## src/rtl/opb_status_counter_bank_if.sv

```systemverilog
// OPB slave-side bus bundle for opb_status_counter_bank.
//
// Purpose: groups the OPB request signals (master -> slave) and the slave
// response signals (slave -> master) of one OPB attachment point.
// Signals:
//   OPB_ABus    [0:31] address
//   OPB_BE      [0:3]  byte enables
//   OPB_DBus    [0:31] write data
//   OPB_RNW            1 = read, 0 = write
//   OPB_select         slave select
//   OPB_seqAddr        sequential address hint
//   Sl_DBus     [0:31] read data
//   Sl_errAck, Sl_retry, Sl_toutSup, Sl_xferAck  slave responses
// Modports: master (drives OPB_*), slave (drives Sl_*).
interface opb_status_counter_bank_if;
  logic [0:31] OPB_ABus;
  logic [0:3]  OPB_BE;
  logic [0:31] OPB_DBus;
  logic        OPB_RNW;
  logic        OPB_select;
  logic        OPB_seqAddr;
  logic [0:31] Sl_DBus;
  logic        Sl_errAck;
  logic        Sl_retry;
  logic        Sl_toutSup;
  logic        Sl_xferAck;

  modport master (
    output OPB_ABus, OPB_BE, OPB_DBus, OPB_RNW, OPB_select, OPB_seqAddr,
    input  Sl_DBus, Sl_errAck, Sl_retry, Sl_toutSup, Sl_xferAck
  );

  modport slave (
    input  OPB_ABus, OPB_BE, OPB_DBus, OPB_RNW, OPB_select, OPB_seqAddr,
    output Sl_DBus, Sl_errAck, Sl_retry, Sl_toutSup, Sl_xferAck
  );
endinterface

```

## src/rtl/opb_status_counter_bank.sv

```systemverilog
// opb_status_counter_bank: OPB slave holding per-channel saturating event
// counters, sticky event flags, saturation flags, an irq mask and a
// registered interrupt output.
//
// Ports:
//   OPB_Clk          sole clock; events are already synchronous to it
//   OPB_Rst_n        asynchronous active-low reset
//   bus              OPB slave modport (opb_status_counter_bank_if.slave)
//   event_in[N-1:0]  per-channel event, one count per high cycle
//   irq              registered |(STICKY & MASK)
//
// Register map (byte offset from C_BASEADDR):
//   0x00 STICKY (W1C)   0x04 CTRL   0x08 MASK   0x0C OVF (W1C)
//   0x10+4*i CNT[i] (any write clears)
//
// Optional feature macro: OPB_STATUS_SNAPSHOT_EN. When defined, writing
// CTRL bit0=1 snapshots every counter into a shadow register, CNT reads
// return the shadows and CTRL reads 0x2.
module opb_status_counter_bank #(
  parameter logic [31:0] C_BASEADDR   = 32'h01080500,
  parameter logic [31:0] C_HIGHADDR   = 32'h010805FF,
  parameter int          C_OPB_AWIDTH = 32,
  parameter int          C_OPB_DWIDTH = 32,
  parameter int          C_NUM_CH     = 8,
  parameter int          C_CNT_WIDTH  = 16,
  parameter string       C_FAMILY     = "virtex5"
) (
  input  logic                        OPB_Clk,
  input  logic                        OPB_Rst_n,
  opb_status_counter_bank_if.slave    bus,
  input  logic [C_NUM_CH-1:0]         event_in,
  output logic                        irq
);

  // Elaboration-time guards on the supported configuration space.
  if (C_OPB_DWIDTH != 32 || C_OPB_AWIDTH != 32 || C_FAMILY == "") begin : g_bad_bus
    $error("opb_status_counter_bank: only a 32-bit OPB is supported");
  end
  if (C_NUM_CH < 1 || C_NUM_CH > 32 || C_CNT_WIDTH < 1 || C_CNT_WIDTH > 32) begin : g_bad_size
    $error("opb_status_counter_bank: C_NUM_CH / C_CNT_WIDTH out of range");
  end
  if ((C_HIGHADDR - C_BASEADDR + 32'd1) < (32'h10 + 32'(4 * C_NUM_CH))) begin : g_bad_span
    $error("opb_status_counter_bank: address span too small for C_NUM_CH");
  end

  typedef enum logic {IDLE, ACK} state_t;

  state_t                   state, state_nxt;
  logic [31:0]              addr, wdata, off, rd_mux, rdata;
  logic [29:0]              word, cnt_word;
  logic                     hit, take, wr;
  logic [C_CNT_WIDTH-1:0]   cnt [C_NUM_CH];
  logic [C_NUM_CH-1:0]      sticky, ovf, mask;
  logic [C_NUM_CH-1:0]      cnt_clr, sticky_clr, ovf_clr, ovf_set;

  // Saturating increment: an all-ones counter holds its value.
  function automatic logic [C_CNT_WIDTH-1:0] sat_inc(input logic [C_CNT_WIDTH-1:0] v);
    return (&v) ? v : v + C_CNT_WIDTH'(1);
  endfunction

  // OPB [0:31] maps positionally onto [31:0], so register bit k lands on
  // OPB bit 31-k without any explicit reversal.
  assign addr     = bus.OPB_ABus;
  assign wdata    = bus.OPB_DBus;
  assign hit      = bus.OPB_select && (addr >= C_BASEADDR) && (addr <= C_HIGHADDR);
  assign off      = addr - C_BASEADDR;
  assign word     = off[31:2];
  assign cnt_word = word - 30'd4;
  assign take     = (state == IDLE) && hit;
  assign wr       = take && !bus.OPB_RNW;

  assign sticky_clr = (wr && word == 30'd0) ? wdata[C_NUM_CH-1:0] : '0;
  assign ovf_clr    = (wr && word == 30'd3) ? wdata[C_NUM_CH-1:0] : '0;

  always_comb begin
    cnt_clr = '0;
    ovf_set = '0;
    for (int i = 0; i < C_NUM_CH; i++) begin
      cnt_clr[i] = wr && (word >= 30'd4) && (cnt_word == 30'(i));
      // A clear in the same cycle swallows the event, so no overflow either.
      ovf_set[i] = event_in[i] && !cnt_clr[i] && (&cnt[i]);
    end
  end

  always_ff @(posedge OPB_Clk or negedge OPB_Rst_n) begin
    if (!OPB_Rst_n) begin
      for (int i = 0; i < C_NUM_CH; i++) cnt[i] <= '0;
      sticky <= '0;
      ovf    <= '0;
      mask   <= '0;
      irq    <= 1'b0;
    end else begin
      for (int i = 0; i < C_NUM_CH; i++) begin
        if (cnt_clr[i])       cnt[i] <= '0;
        else if (event_in[i]) cnt[i] <= sat_inc(cnt[i]);
      end
      // Set beats write-1-to-clear on the same cycle.
      sticky <= (sticky & ~sticky_clr) | event_in;
      ovf    <= (ovf & ~ovf_clr) | ovf_set;
      if (wr && word == 30'd2) mask <= wdata[C_NUM_CH-1:0];
      irq <= |(sticky & mask);
    end
  end

`ifdef OPB_STATUS_SNAPSHOT_EN
  logic [C_CNT_WIDTH-1:0] shadow [C_NUM_CH];
  logic                   snap;

  assign snap = wr && (word == 30'd1) && wdata[0];

  // Shadows capture the pre-update counter values of the snapshot cycle.
  always_ff @(posedge OPB_Clk or negedge OPB_Rst_n) begin
    if (!OPB_Rst_n) begin
      for (int i = 0; i < C_NUM_CH; i++) shadow[i] <= '0;
    end else if (snap) begin
      for (int i = 0; i < C_NUM_CH; i++) shadow[i] <= cnt[i];
    end
  end
`endif

  always_comb begin
    rd_mux = '0;
    case (word)
      30'd0: rd_mux = 32'(sticky);
`ifdef OPB_STATUS_SNAPSHOT_EN
      30'd1: rd_mux = 32'h0000_0002;
`else
      30'd1: rd_mux = '0;
`endif
      30'd2: rd_mux = 32'(mask);
      30'd3: rd_mux = 32'(ovf);
      default: begin
        for (int i = 0; i < C_NUM_CH; i++) begin
          if (word >= 30'd4 && cnt_word == 30'(i)) begin
`ifdef OPB_STATUS_SNAPSHOT_EN
            rd_mux = 32'(shadow[i]);
`else
            rd_mux = 32'(cnt[i]);
`endif
          end
        end
      end
    endcase
  end

  always_ff @(posedge OPB_Clk or negedge OPB_Rst_n) begin
    if (!OPB_Rst_n) state <= IDLE;
    else            state <= state_nxt;
  end

  always_comb begin
    state_nxt = state;
    case (state)
      IDLE:    if (hit) state_nxt = ACK;
      ACK:     state_nxt = IDLE;
      default: state_nxt = IDLE;
    endcase
  end

  // Read data is only non-zero during the single ACK cycle.
  always_ff @(posedge OPB_Clk or negedge OPB_Rst_n) begin
    if (!OPB_Rst_n)                rdata <= '0;
    else if (take && bus.OPB_RNW)  rdata <= rd_mux;
    else                           rdata <= '0;
  end

  assign bus.Sl_DBus    = rdata;
  assign bus.Sl_xferAck = (state == ACK);
  assign bus.Sl_errAck  = 1'b0;
  assign bus.Sl_retry   = 1'b0;
  assign bus.Sl_toutSup = 1'b0;

  logic unused_ok;
  assign unused_ok = &{1'b0, bus.OPB_BE, bus.OPB_seqAddr, wdata, off};

endmodule

```

## src/flat_wrapper.sv

```systemverilog
// flat-port wrapper written by rule: the top's interface ports become plain ports
module opb_status_counter_bank_flat 
#(
  parameter logic [31:0] C_BASEADDR   = 32'h01080500,
  parameter logic [31:0] C_HIGHADDR   = 32'h010805FF,
  parameter int          C_OPB_AWIDTH = 32,
  parameter int          C_OPB_DWIDTH = 32,
  parameter int          C_NUM_CH     = 8,
  parameter int          C_CNT_WIDTH  = 16,
  parameter string       C_FAMILY     = "       "
)
  (OPB_Clk, OPB_Rst_n, event_in, irq, bus_OPB_ABus, bus_OPB_BE, bus_OPB_DBus, bus_OPB_RNW, bus_OPB_select, bus_OPB_seqAddr, bus_Sl_DBus, bus_Sl_errAck, bus_Sl_retry, bus_Sl_toutSup, bus_Sl_xferAck);
  opb_status_counter_bank_if bus_i ();
  input  logic OPB_Clk;
  input  logic OPB_Rst_n;
  input  logic [C_NUM_CH-1:0] event_in;
  output logic irq;
  input wire logic [$bits(bus_i.OPB_ABus)-1:0] bus_OPB_ABus;
  input wire logic [$bits(bus_i.OPB_BE)-1:0] bus_OPB_BE;
  input wire logic [$bits(bus_i.OPB_DBus)-1:0] bus_OPB_DBus;
  input wire logic [$bits(bus_i.OPB_RNW)-1:0] bus_OPB_RNW;
  input wire logic [$bits(bus_i.OPB_select)-1:0] bus_OPB_select;
  input wire logic [$bits(bus_i.OPB_seqAddr)-1:0] bus_OPB_seqAddr;
  output wire logic [$bits(bus_i.Sl_DBus)-1:0] bus_Sl_DBus;
  output wire logic [$bits(bus_i.Sl_errAck)-1:0] bus_Sl_errAck;
  output wire logic [$bits(bus_i.Sl_retry)-1:0] bus_Sl_retry;
  output wire logic [$bits(bus_i.Sl_toutSup)-1:0] bus_Sl_toutSup;
  output wire logic [$bits(bus_i.Sl_xferAck)-1:0] bus_Sl_xferAck;
  assign bus_i.OPB_ABus = bus_OPB_ABus;
  assign bus_i.OPB_BE = bus_OPB_BE;
  assign bus_i.OPB_DBus = bus_OPB_DBus;
  assign bus_i.OPB_RNW = bus_OPB_RNW;
  assign bus_i.OPB_select = bus_OPB_select;
  assign bus_i.OPB_seqAddr = bus_OPB_seqAddr;
  assign bus_Sl_DBus = bus_i.Sl_DBus;
  assign bus_Sl_errAck = bus_i.Sl_errAck;
  assign bus_Sl_retry = bus_i.Sl_retry;
  assign bus_Sl_toutSup = bus_i.Sl_toutSup;
  assign bus_Sl_xferAck = bus_i.Sl_xferAck;
  opb_status_counter_bank #(.C_BASEADDR(C_BASEADDR), .C_HIGHADDR(C_HIGHADDR), .C_OPB_AWIDTH(C_OPB_AWIDTH), .C_OPB_DWIDTH(C_OPB_DWIDTH), .C_NUM_CH(C_NUM_CH), .C_CNT_WIDTH(C_CNT_WIDTH), .C_FAMILY(C_FAMILY)) u_core (.OPB_Clk(OPB_Clk), .OPB_Rst_n(OPB_Rst_n), .bus(bus_i), .event_in(event_in), .irq(irq));
endmodule
```

## config.mk

```make
export PLATFORM = sky130hd
export DESIGN_NAME = opb_status_counter_bank_flat
export DESIGN_NICKNAME = d
export VERILOG_FILES = /design/src/rtl/opb_status_counter_bank_if.sv /design/src/rtl/opb_status_counter_bank.sv /design/src/flat_wrapper.sv
export SDC_FILE = /design/constraint.sdc
export NUM_CORES = 1
export LEC_CHECK = 0
export ABC_AREA = 1
export CAP_MARGIN = 20
export CORE_ASPECT_RATIO = 1.75
export CORE_MARGIN = 2
export CORE_UTILIZATION = 35
export DETAILED_ROUTE_END_ITERATION = 6
export PLACE_DENSITY = 0.61
export SLEW_MARGIN = 20
export SYNTH_ARGS = -nofsm -noshare
export SYNTH_HDL_FRONTEND = slang
export SYNTH_SLANG_ARGS = --single-unit
```

## constraint.sdc

```tcl
create_clock -name OPB_Clk -period 5.47 [get_ports OPB_Clk]
set_clock_uncertainty 0.2 [all_clocks]
set_input_delay 1.094 -clock OPB_Clk [delete_from_list [all_inputs] [get_ports OPB_Clk]]
set_output_delay 1.094 -clock OPB_Clk [all_outputs]
set_load 0.01 [all_outputs]
```

# Word-level counts from Yosys, hierarchy flattened
# Cells that the tools add are included.
# op_classes
n_lt_le_gt_ge	3
addsub	10
bitwise_logic	8
reduce_logical	77
n_eq_ne	18
muxes	38
# op_table
cell	n
16-bit two-way mux	32
16-bit by 1-bit adder with 16-bit output, second input constant	8
32-bit one-hot mux with 4 select lines	1
16-bit AND reduction	8
30-bit by 2-bit equality test with 1-bit output, second input constant	4
30-bit by 3-bit equality test with 1-bit output, second input constant	4
30-bit by 1-bit equality test with 1-bit output, second input constant	2
30-bit logical NOT	2
1-bit logical AND	41
32-bit by 25-bit greater-or-equal comparator with 1-bit output, second input constant	1
32-bit by 25-bit <= comparator with 1-bit output, second input constant	1
32-bit two-way mux	1
32-bit by 25-bit subtractor with 32-bit output, second input constant	1
30-bit by 3-bit greater-or-equal comparator with 1-bit output, second input constant	1
30-bit by 3-bit subtractor with 30-bit output, second input constant	1
8-bit AND	3
8-bit two-way mux	2
2-bit by 1-bit != test with 1-bit output, second input constant	8
8-bit inverter	2
8-bit OR	2
2-bit AND reduction	8
2-bit nonzero test	8
1-bit logical NOT	9
8-bit OR reduction	1
3 further kinds	3
# word_totals
word_cells	168
reg_bits	186

# Logic depth before layout (Yosys ltp)
# depth
depth_word	14
depth_mapped	31
depth_no_buf	31

# Worst setup path after synthesis
# Ideal clock, no wire load.
# synth_timing
path_type	input-to-reg
start	in bus_OPB_ABus[9]
end	reg u_core.cnt[39] (netlist bit)
setup_slack_ns	1.227
required_time_ns	5.148
t_arrival_ns	3.921
path_buffers	0
cell_stages	27
path_cell_list	inv_1 -> ha_1 -> inv_1 -> nand2_2 -> nand2_4 -> nor2_1 -> nand2_1 -> nand2_1 -> nand2_1 -> nand2_1 -> nand2_1 -> nor2_1 -> nand3_1 -> nor2_1 -> nor2_1 -> nor2_1 -> nand2_1 -> nor2_8 -> nand2_4 -> nor3_4 -> nand2_4 -> nand2_2 -> nand2_2 -> nor2_2 -> nand2_1 -> o21ai_1 -> a21oi_1
# synth_via
elab_chain_len	9
word_cells_on_any_way	16
classes_between	2 x add/sub; 3 x order compare; 2 x eq/ne; 1 x mux; 8 x reduce/logical
# synth_lines
element	line_no	source
from (decl)	flat_wrapper.sv:18	input wire logic [$bits(bus_i.OPB_ABus)-1:0] bus_OPB_ABus;
parallel branches: the longest is 6 deep, another holds 32-bit by 25-bit subtractor with 32-bit output	--	
1-bit logical AND (*)	opb_status_counter_bank.sv:79	cnt_clr[i] = wr && (word >= 30'd4) && (cnt_word == 30'(i));
2-bit by 1-bit != test with 1-bit output (no source line) or 2-bit nonzero test (tied branches)	--	
2-bit AND reduction (no source line)	--	
to (signal, indexed assignment)	opb_status_counter_bank.sv:95	else if (event_in[i]) cnt[i] <= sat_inc(cnt[i]);
to (decl)	opb_status_counter_bank.sv:52	logic [C_CNT_WIDTH-1:0] cnt [C_NUM_CH];
# Mark *: on every way between the ends.
# A chain may end at the register's enable or synchronous reset.

# Worst setup path after layout
# layout_timing
start	in bus_OPB_ABus[4]
end	reg u_core.rdata[13], in the netlist u_core.bus.Sl_DBus[18]
# layout_via
elab_chain_len	14
word_cells_on_any_way	39
classes_between	2 x add/sub; 3 x order compare; 10 x eq/ne; 10 x mux; 14 x reduce/logical
# layout_lines
element	line_no	source
32-bit by 25-bit subtractor with 32-bit output	opb_status_counter_bank.sv:66	assign off = addr - C_BASEADDR;
30-bit by 3-bit subtractor with 30-bit output	opb_status_counter_bank.sv:68	assign cnt_word = word - 30'd4;
30-bit logical NOT	opb_status_counter_bank.sv:134	if (word >= 30'd4 && cnt_word == 30'(i)) begin
1-bit logical AND	opb_status_counter_bank.sv:134	
16-bit two-way mux (8 in a row)	opb_status_counter_bank.sv:134	
32-bit one-hot mux with 4 select lines	opb_status_counter_bank.sv:123	case (word)
32-bit two-way mux (*)	opb_status_counter_bank.sv:163	else if (take && bus.OPB_RNW) rdata <= rd_mux;
to (signal assigned)	opb_status_counter_bank.sv:163	
to (decl)	opb_status_counter_bank.sv:49	logic [31:0] addr, wdata, off, rd_mux, rdata;
# Every way passes the cells marked *; elsewhere a longest branch is shown, timed or not.

==> flow_summary.toml <==
[setup_path]
cp.required_ns = 5.65
r2r_setup_slack_ns = 2.62
timing.rr.end = "u_core.cnt[105]$_DFFE_PN0P_"
critPathCapture = "u_core.bus.Sl_DBus[18]$_DFF_PN0_"
regToRegStartpoint = "u_core.cnt[96]$_DFFE_PN0P_"
path_max_fanout = 10
crit_arrival_ns = 5.32
reg2reg_depth = 15
startpoint_type = "input pin"
crit_path_start = "bus_OPB_ABus[4]"
endpoint_kind = "register"
path_class = "input pin to register"

[final_layout]
final_nets = 2131
finalNonFillerCells = 2521
n_antenna_cell = 0
final_area_um2 = 15100
area_growth_pct = 17.8
drive_above_1_share_pct = 9.90
fillerInstances = 3754

[floorplanning]
chipWidth_um = 148
start_util_pct = 35.5
io-pin-count = 118
coreArea_um2 = 36000
die_area_um2 = 38100
placementRows = 92
fp.dieH_um = 257

[pwr]
power_mw = 4.47
internal-power_mw = 2.66
p_sw_mw = 1.81
vdd.ir_drop.worst_mv = 0.182
powerDensity_nw_per_um2 = 297
leakage_nw = 7.06
comb_power_share_pct = 28.5
seq_power_share_pct = 42.8
clkPwrFrac_pct = 28.7
p_sw_share_pct = 40.5

[sta]
fin_crit_sh_pct = 93.9
max_slew_margin_pct = 43.1
hold_viol = 0
setup_violations = 0
fmax_ghz = 0.195
setup_tns_ns = 0
worst_pin_slew_ns = 0.854
period_needed_ns = 5.14
grt_setup_unrepaired = "false"
report.final.slew_viol_count = 0

[clock_tree]
clkSlewWorstSetupHoldPaths_ns = 0.07
cts_tree = "done"
clkSinkCount = 170
root_buffer = "clkbuf_16"
clock_latency_ns = 0.46
cts_buffers = 17
cts_max_level = 4
cts.path.max_buffers = 2

[global_routing]
grt_overflow_total = 0
grt_max_degree = 88
grt_first_pass_wirelength_um = 69700
grt_pass1_vias = 13400
grt_usage_pct = 23.4
antenna_found_initial = 0

[synth]
yosysSeqAreaShare_pct = 33.3
synth_area_um2 = 12800
synth_cell_types = 50
postSynth.asyncResetShare_pct = 100
syn_inst = 1911
syn_avg_cell_area_um2 = 6.69
ys.flop_type = "dfrtp_1"
synth_edf_count = 0
yosysWarnings = 0
ys_seq_elements = 170

[placed_design]
placed_cells_incl_taps = 2490
portBuffers = 69
placed_area_um2 = 14400
gp_congestion = 1.04
hpwlAfterDp_um = 35100

[routing]
vias = 13400
wl_um = 43700
ant_nets = 0
avgRoutedWirePerCell_um = 17.3
drtIter0Drc = 963
drt_first_pass_iters = 5
remaining_drc_errors = 0
vias_per_cell = 5.30

[run]
maxCapViolCount = 0

[min_path]
min_path_type = "register to register"

[outcome]
status = "finished clean"
[layout make-up]
type	count	area, um2	area share, %
flip-flops and latches	170	4250	28.3
clock inverters	14	184	1.22
well taps	470	588	3.91
multi-input cells	1451	7350	48.8
repair buffers	142	1290	8.57
inverters	257	965	6.41
clock buffers	17	425	2.83
[cells by family (layout without fill, tap and decap cells)]
logic type	count (synthesis)	after routing	synth area share, %
simple gates	1088	1088	40.3
flops	170	170	33.3
fa+ha+maj	11	11	1.08
other cells	1	19	0.0293
buf+inv	308	430	9.83
xor+xnor	51	51	3.49
compound gates	282	282	12.0
[critical path, stage by stage]
cell             delay, ns
clkdlybuf4s50_1       0.53
inv_2                 0.13
nand2_1               0.08
nor2_1                0.35
nand3_1               0.18
nor2_1                0.12
nand2_1               0.13
nor2_2                0.14
nand2_1               0.12
nor2_4                0.18
nand4_1               0.13
xnor2_1               0.17
nor2_2                0.31
buf_4                 0.21
nand3_2               0.20
inv_1                 0.16
buf_4                 0.15
nand2_1               0.07
o2111ai_1             0.34
o21ai_0               0.30
a21oi_1               0.22
[synthesized netlist by cell type (7+ instances only)]
library cell | n | share of area, %
nand2_2 | 22 | 1.1
nand3_1 | 166 | 6.5
nor3_1 | 87 | 3.4
xor2_1 | 48 | 3.3
nand4_1 | 59 | 2.9
dfrtp_1 | 170 | 33
nor2_4 | 11 | 0.97
a21oi_1 | 117 | 4.6
nor3b_1 | 9 | 0.53
nor2_1 | 158 | 4.6
nand2_1 | 471 | 14
buf_4 | 23 | 1.4
o21ai_1 | 11 | 0.43
buf_2 | 11 | 0.43
a31oi_1 | 7 | 0.34
nand3b_1 | 18 | 1.1
o21ai_0 | 116 | 4.5
nor4_1 | 32 | 1.6
clkbuf_1 | 16 | 0.47
nor2_2 | 17 | 0.83
inv_2 | 19 | 0.56
nand2_4 | 12 | 1.1
inv_1 | 236 | 6.9
o31ai_1 | 7 | 0.41
and3_1 | 8 | 0.39
ha_1 | 11 | 1.1
[power groups by stage]
| stage | clock, mW | combinational [mW] | sequential (mW) |
|---|---|---|---|
| after floorplan | 0 | 0.924 | 1.79 |
| after global placement | 0 | 1.23 | 1.92 |
| after detailed placement | 0 | 1.26 | 1.92 |
| after CTS | 1.31 | 1.27 | 1.90 |
| after global routing | 1.36 | 1.44 | 1.95 |
| final | 1.29 | 1.27 | 1.91 |
[routing by layer]
layer	global-route usage, %	vias to the layer above	part of all wire [%]
met2	43.1	390	53
met3	2.81	128	3.4
met5	0	-	0
li1	-	6551	-
met1	24.3	6295	37
met4	15.7	0	6.9
[per-stage QoR]
step           hold slack, ns  util (%)  setup slack [ns]
5_1_grt                 0.348      41.8            0.0355
6_report                0.323      41.8             0.333
2_1_floorplan           0.274         -              1.23
3_3_place_gp            0.291      40.1            0.0466
3_5_place_dp            0.305      40.1          -0.00265
4_1_cts                 0.325      41.8             0.469
[layout by cell type (no fill, tap or decap), types with 4 or more instances in the layout]
cell             count
clkbuf_16           17
buf_4               69
o21ai_0            116
nand2_1            471
dfrtp_1            170
and3_1               8
nand2_2             22
a31oi_1              7
inv_2               19
o31ai_1              7
o2111ai_1            5
nor4_1              32
ha_1                11
conb_1              19
nor2_1             158
nor2_4              11
nor2_2              17
buf_12               4
nor3b_1              9
nand3_1            166
nand2_4             12
xor2_1              48
o21ai_1             11
a21oi_1            117
nand3_2              6
nor3_1              87
nand4_1             59
inv_1              236
nor3_2               5
clkdlybuf4s50_1     68
nand3b_1            18
[worst min-delay path by stage]
stage	startpoint	to	slack [ns]	depth (start not counted)
CTS	u_core.ovf[6]$_DFF_PN0_	u_core.ovf[6]$_DFF_PN0_	0.33	2
finish	u_core.mask[2]$_DFFE_PN0P_	u_core.mask[2]$_DFFE_PN0P_	0.32	2
global placement	u_core.mask[5]$_DFFE_PN0P_	u_core.mask[5]$_DFFE_PN0P_	0.29	2
global route	u_core.mask[6]$_DFFE_PN0P_	u_core.mask[6]$_DFFE_PN0P_	0.35	2
detailed placement	u_core.mask[2]$_DFFE_PN0P_	u_core.mask[2]$_DFFE_PN0P_	0.30	2
floorplan	u_core.ovf[0]$_DFF_PN0_	u_core.ovf[0]$_DFF_PN0_	0.27	2
[registers in the layout, indices dropped and copies added, names as in the netlist]
| register | flops |
|---|---|
| u_core.mask | 8 |
| u_core.bus.Sl_xferAck | 1 |
| u_core.bus.Sl_DBus | 16 |
| u_core.irq | 1 |
| u_core.cnt | 128 |
| u_core.sticky | 8 |
| u_core.ovf | 8 |
[repair_timing]
item	in CTS	in global routing
gates resized for setup	0	1
hold endpoints to repair	0	0
endpoints found under the setup margin	0	1
hold buffers	0	0
setup buffers	0	0
Note: power is estimated with default switching activity, not from simulation.
==> RTL edit 1, RTL diff (config.mk and constraints unchanged) <==
Add a define of `OPB_STATUS_SNAPSHOT_EN`.
--- a/src/rtl/opb_status_counter_bank.sv
+++ b/src/rtl/opb_status_counter_bank.sv
@@ -18,2 +18,4 @@
 // return the shadows and CTRL reads 0x2.
+`define OPB_STATUS_SNAPSHOT_EN
+
 module opb_status_counter_bank #(
Formal check against the unedited RTL: not equivalent (a bounded check fails within 4 cycles, from zero or initial values and one cycle with OPB_Rst_n low).
==> RTL edit 1 against the original RTL <==
  * Largest cell class unchanged
  * Total power grew 37%
  * Register-to-register slack lost 0.45 ns
  * Largest power group unchanged
  * Sequential share of layout area grew 7.3 points
  * Clock power grew 63%
  * The run now ends with design-rule violations left
  * Final area grew 39%
  * Synthesized area grew 36%
  * Setup slack gained 0.061 ns
  * Critical path type unchanged
  * Die area grew 35%
  * Routed wire length grew 28%
  * Sequential cell count grew 128
==> RTL edit 1: results (changes against the original RTL) <==
- The cell-internal power was 4.113 mW (+54%).
- The maximum resistive drop on vdd is 0.0002874 V (+58%).
- In this run the worst setup path begins at bus_OPB_ABus[8].
- The H-tree depth is 1 (-3).
- The fill cell total of the finished layout was 5020 (+34%).
- The depth of the worst register-to-register path was 17 (+2).
- The worst slew margin relative to its limit is 44.48% (+1.4 points).
- The worst path arrival time is 5.38 ns (+0.06 ns).
- The number of design rule violations left after detail routing is 15 (+15).
- The via density per instance came to 5.095 (-3.9%).
- The worst-case setup slack after placement is -0.09109 ns (-0.08844 ns).
- The half-perimeter wire length after detailed placement is 44010 um (+25%).
- The number of different library cells in the post-synthesis netlist is 63 (+26%).
- After synthesis, the most frequently instantiated cells are 597 x sky130_fd_sc_hd__nand2_1, 298 x sky130_fd_sc_hd__dfrtp_1, 291 x sky130_fd_sc_hd__inv_1, 227 x sky130_fd_sc_hd__o21ai_0, 154 x sky130_fd_sc_hd__nand3_1.
- The number of iterations in the first detailed-routing pass is 7 (+2).
- The terminating pin of the worst hold path is u_core.shadow[60].
- The flop-to-flop setup slack is 2.17 ns (-0.45 ns).
- In this run the critical register-to-register path is captured at u_core.cnt[14].
- The critical path ends at u_core.bus.Sl_DBus[16].
- The multiplexer fraction of the synthesized cell area is 0.5821% (+0.58 points).
- The final critical path time including I/O delays and setup is 5.076 ns (-0.06062 ns).
- The placement-stage cell area is 0.01999 sq mm (+38%).
- The checks that failed: design-rule violations.
- The startpoint of the lowest-slack hold path is u_core.shadow[60].
- The number of nets in the layout is 2657 (+25%).
- The total leakage power is 10.11 nW (+43%).
- The worst register-to-register path begins at u_core.cnt[4].
- The clock latency on the worst-skew pair is 0.57 ns (+0.11 ns).
- The synthesized netlist cell count is 2352 (+23%).
- The sequential power came to 2.74 mW (+43%).
- The detail-routed net length per standard cell is 17.20 um (-0.72%).
- The number of instances in the placed design is 3194 (+28%).
- The buffer depth of the longest clock path is 3 (+1).
- The first-iteration detailed-routing DRC count is 971 (+0.83%).
- The share of the synthesized area in compound gates (AO/OA/AOI/OAI) is 12.68% (+0.71 points).
- The maximum number of pins on one net before global-route repair is 137 (+56%).
- The worst hold-check slack was 0.2800 ns (-0.04290 ns).
- The routability congestion estimate is 0.9313 (-11%).
- The flow ran to the end, but the final reports show violations.
- The ratio of cells with drive above 1 in the final layout came to 14.15% (+4.3 points).
- The part of the power in combinational logic is 20.8% (-7.7 points).
## RTL edit 1: cell types whose count changed in the layout (fill, tap and decap cells not counted), sizes merged, moves of 19 or more
cell | unedited run | this run
buf | 74 | 170
clkbuf | 17 | 43
dfrtp | 170 | 298
inv | 261 | 313
nand2 | 505 | 637
o21ai | 127 | 243
or2 | 1 | 20
xor2 | 48 | 26
## RTL edit 1: cell type report
class	count	area, sq um	area share (%)
inverters	316	1189	5.669
clock buffers	43	818.3	3.903
repair buffers	238	2052	9.787
multi-input cells	1682	8467	40.38
flip-flops and latches	298	7457	35.57
clock inverters	10	157.7	0.7519
well taps	660	825.8	3.939
## RTL edit 1: layer usage
layer / GRT usage (%) / share of wire (%) / vias to the layer above
li1: - / - / 8098
met1: 23.19 / 38 / 7834
met2: 40.58 / 52 / 461
met3: 1.915 / 3.5 / 149
met4: 12.88 / 6.4 / 0
met5: 0 / 0 / -
==> RTL edit 2, RTL diff (config.mk and constraints unchanged) <==
Without the edit above. Register the output `irq` once more, with the module's reset; this adds one clock of latency there. The other outputs are not delayed to match. Comments in the files are not updated.
--- a/src/rtl/opb_status_counter_bank.sv
+++ b/src/rtl/opb_status_counter_bank.sv
@@ -33,2 +33,4 @@
 );
+
+  logic irq_s0;
 
@@ -90,3 +92,3 @@
       mask   <= '0;
-      irq    <= 1'b0;
+      irq_s0 <= 1'b0;
     end else begin
@@ -100,3 +102,3 @@
       if (wr && word == 30'd2) mask <= wdata[C_NUM_CH-1:0];
-      irq <= |(sticky & mask);
+      irq_s0 <= |(sticky & mask);
     end
@@ -175,2 +177,10 @@
 
+  always_ff @(posedge OPB_Clk or negedge OPB_Rst_n) begin
+    if (!OPB_Rst_n) begin
+      irq <= '0;
+    end else begin
+      irq <= irq_s0;
+    end
+  end
+
 endmodule
Function: changed (Yosys sat finds a counterexample within 4 cycles, from zero or initial values and one cycle with OPB_Rst_n low).
==> RTL edit 2 against the original RTL <==
  * Register-to-register slack improved by 0.09 ns
  * Count of clock-buffer cells in the layout is 1 higher
  * Final area increased by 5.0%
  * Clock power fell by 4%
  * Total power decreased by 0.45%
  * Non-clock buffer count is 70 higher
  * Sequential cell count is 1 higher
  * Sequential share of layout area shrank 1.2 points
  * Final cell count rose by 2.9%
  * Via count up 3.0%
  * Routed wire length up 3.5%
  * Setup slack better by 0.11 ns
  * Synthesized area increased by 1.2%
  * Critical endpoint is now u_core.cnt[6]
  * Largest cell class unchanged
==> RTL edit 2: results (changes against the original RTL) <==
- The met2 usage is 44.14% (+1.0 points).
- The terminating pin of the worst hold path is u_core.irq.
- The post-synthesis sequential area ratio is 33.07% (-0.22 points).
- Ranked by total cell area, the synthesized netlist is headed by sky130_fd_sc_hd__dfrtp_1 33%, sky130_fd_sc_hd__nand2_1 12%, sky130_fd_sc_hd__inv_1 6.8%.
- The met2 wirelength from detailed routing is 23810 um (+3.4%).
- The number of nets in the layout came to 2197 (+3.1%).
- The part of the total power dissipated in the clock network came to 27.9% (-0.8 points).
- The half-perimeter wire length after detailed placement is 37090 um (+5.6%).
- The count of placed standard cells in the final layout, fillers left out is 2593 (+2.9%).
- The ratio of cells with drive above 1 in the final layout is 13.74% (+3.8 points).
- The wire length of the first global-routing pass is 71660 um (+2.8%).
- The flow ran to the end, and the final reports show no timing, DRC or antenna violations.
- The worst-case setup slack after placement is 0.05328 ns (+0.05593 ns).
- The number of instances in the placed design was 2561 (+2.9%).
- The fill cell total of the finished layout is 3785 (+0.83%).
- The first-iteration detailed-routing DRC count is 864 (-10%).
- The number of different library cells in the post-synthesis netlist is 59 (+18%).
- The met1 routed wirelength after detailed routing is 16370 um (+1.3%).
- The clock-net power was 1.24 mW (-4%).
- The global-route track usage on met3 is 2.641% (-0.17 points).
- The per-instance average area after synthesis came to 6.790 sq um (+1.5%).
- The number of iterations in the first detailed-routing pass came to 6 (+1).
- The routability congestion estimate is 0.9801 (-6.1%).
- The global routing usage on met1 is 24.53% (+0.20 points).
- In this run the critical register-to-register path is launched from u_core.bus.Sl_xferAck.
- The capture point of the worst reg-to-reg path is u_core.cnt[89].
- The via density per instance was 5.310 (+0.18%).
- The maximum resistive drop on vdd is 0.0002387 V (+31%).
- The detail-routed net length per standard cell is 17.44 um (+0.63%).
- The flop-to-flop setup slack was 2.71 ns (+0.09 ns).
- The most critical setup path has its endpoint at u_core.cnt[6].
- The total leakage power came to 7.457 nW (+5.6%).
- The worst path arrival time was 5.17 ns (-0.15 ns).
- The cell-internal power is 2.674 mW (+0.40%).
- The total met3 wirelength after detailed routing is 1543 um (+3.3%).
- The worst-path maximum fanout is 6 (-4).
- The placement-stage cell area is 0.01521 sq mm (+5.4%).
RTL edit 2: cell types whose count changed after synthesis, sizes merged, moves of 5 or more:
cell / before / now
a21oi: 119 / 129
a211oi: 0 / 7
o211ai: 2 / 22
nand3: 172 / 167
nand3b: 18 / 23
o21ai: 127 / 118
nand2: 505 / 465
nor3: 93 / 85
nor2: 187 / 202
RTL edit 2: timing repair:
item / 4_1_cts / 5_1_grt
endpoints found under the hold margin: 0 / 0
endpoints found under the setup margin: 0 / 1
resized for setup: 0 / 1
RTL edit 2: cell type report:
cell class | count | area, sq um | area share [%]
multi-input cells | 1443 | 7475 | 47.28
flip-flops and latches | 171 | 4279 | 27.07
repair buffers | 212 | 1891 | 11.96
inverters | 260 | 979.7 | 6.197
well taps | 475 | 594.3 | 3.759
clock buffers | 18 | 429.2 | 2.714
clock inverters | 14 | 162.7 | 1.029
RTL edit 2: logic make-up (layout without fill, tap and decap cells):
family / count (synthesis) / in the layout / share of synthesized area (%)
buf+inv: 310 / 504 / 9.736
other cells: 1 / 19 / 0.02898
flops: 171 / 171 / 33.07
fa+ha+maj: 11 / 11 / 1.064
simple gates: 1053 / 1053 / 39.39
compound gates: 314 / 314 / 13.60
xor+xnor: 46 / 46 / 3.113
RTL edit 2: critical path: stages:
cell and delay [ns]:
sky130_fd_sc_hd__clkdlybuf4s50_1 0.42, sky130_fd_sc_hd__inv_1 0.09, sky130_fd_sc_hd__ha_1 0.18, sky130_fd_sc_hd__inv_2 0.06
sky130_fd_sc_hd__a21oi_1 0.31, sky130_fd_sc_hd__nand2_1 0.18, sky130_fd_sc_hd__nand2_1 0.09, sky130_fd_sc_hd__nand2_1 0.13
sky130_fd_sc_hd__inv_2 0.11, sky130_fd_sc_hd__nand2_1 0.07, sky130_fd_sc_hd__nor2_1 0.09, sky130_fd_sc_hd__nand2_1 0.08
sky130_fd_sc_hd__nor2_1 0.26, sky130_fd_sc_hd__nand2_1 0.15, sky130_fd_sc_hd__o21ai_1 0.14, sky130_fd_sc_hd__nand2_1 0.06
sky130_fd_sc_hd__nor2_1 0.11, sky130_fd_sc_hd__nand2_2 0.11, sky130_fd_sc_hd__nor2_8 0.17, sky130_fd_sc_hd__buf_4 0.16
sky130_fd_sc_hd__and2_2 0.20, sky130_fd_sc_hd__nand2_1 0.11, sky130_fd_sc_hd__nand2_2 0.10, sky130_fd_sc_hd__inv_1 0.08
sky130_fd_sc_hd__nor2_1 0.20, sky130_fd_sc_hd__nand4_1 0.16, sky130_fd_sc_hd__o21ai_0 0.18, sky130_fd_sc_hd__nor2_1 0.07
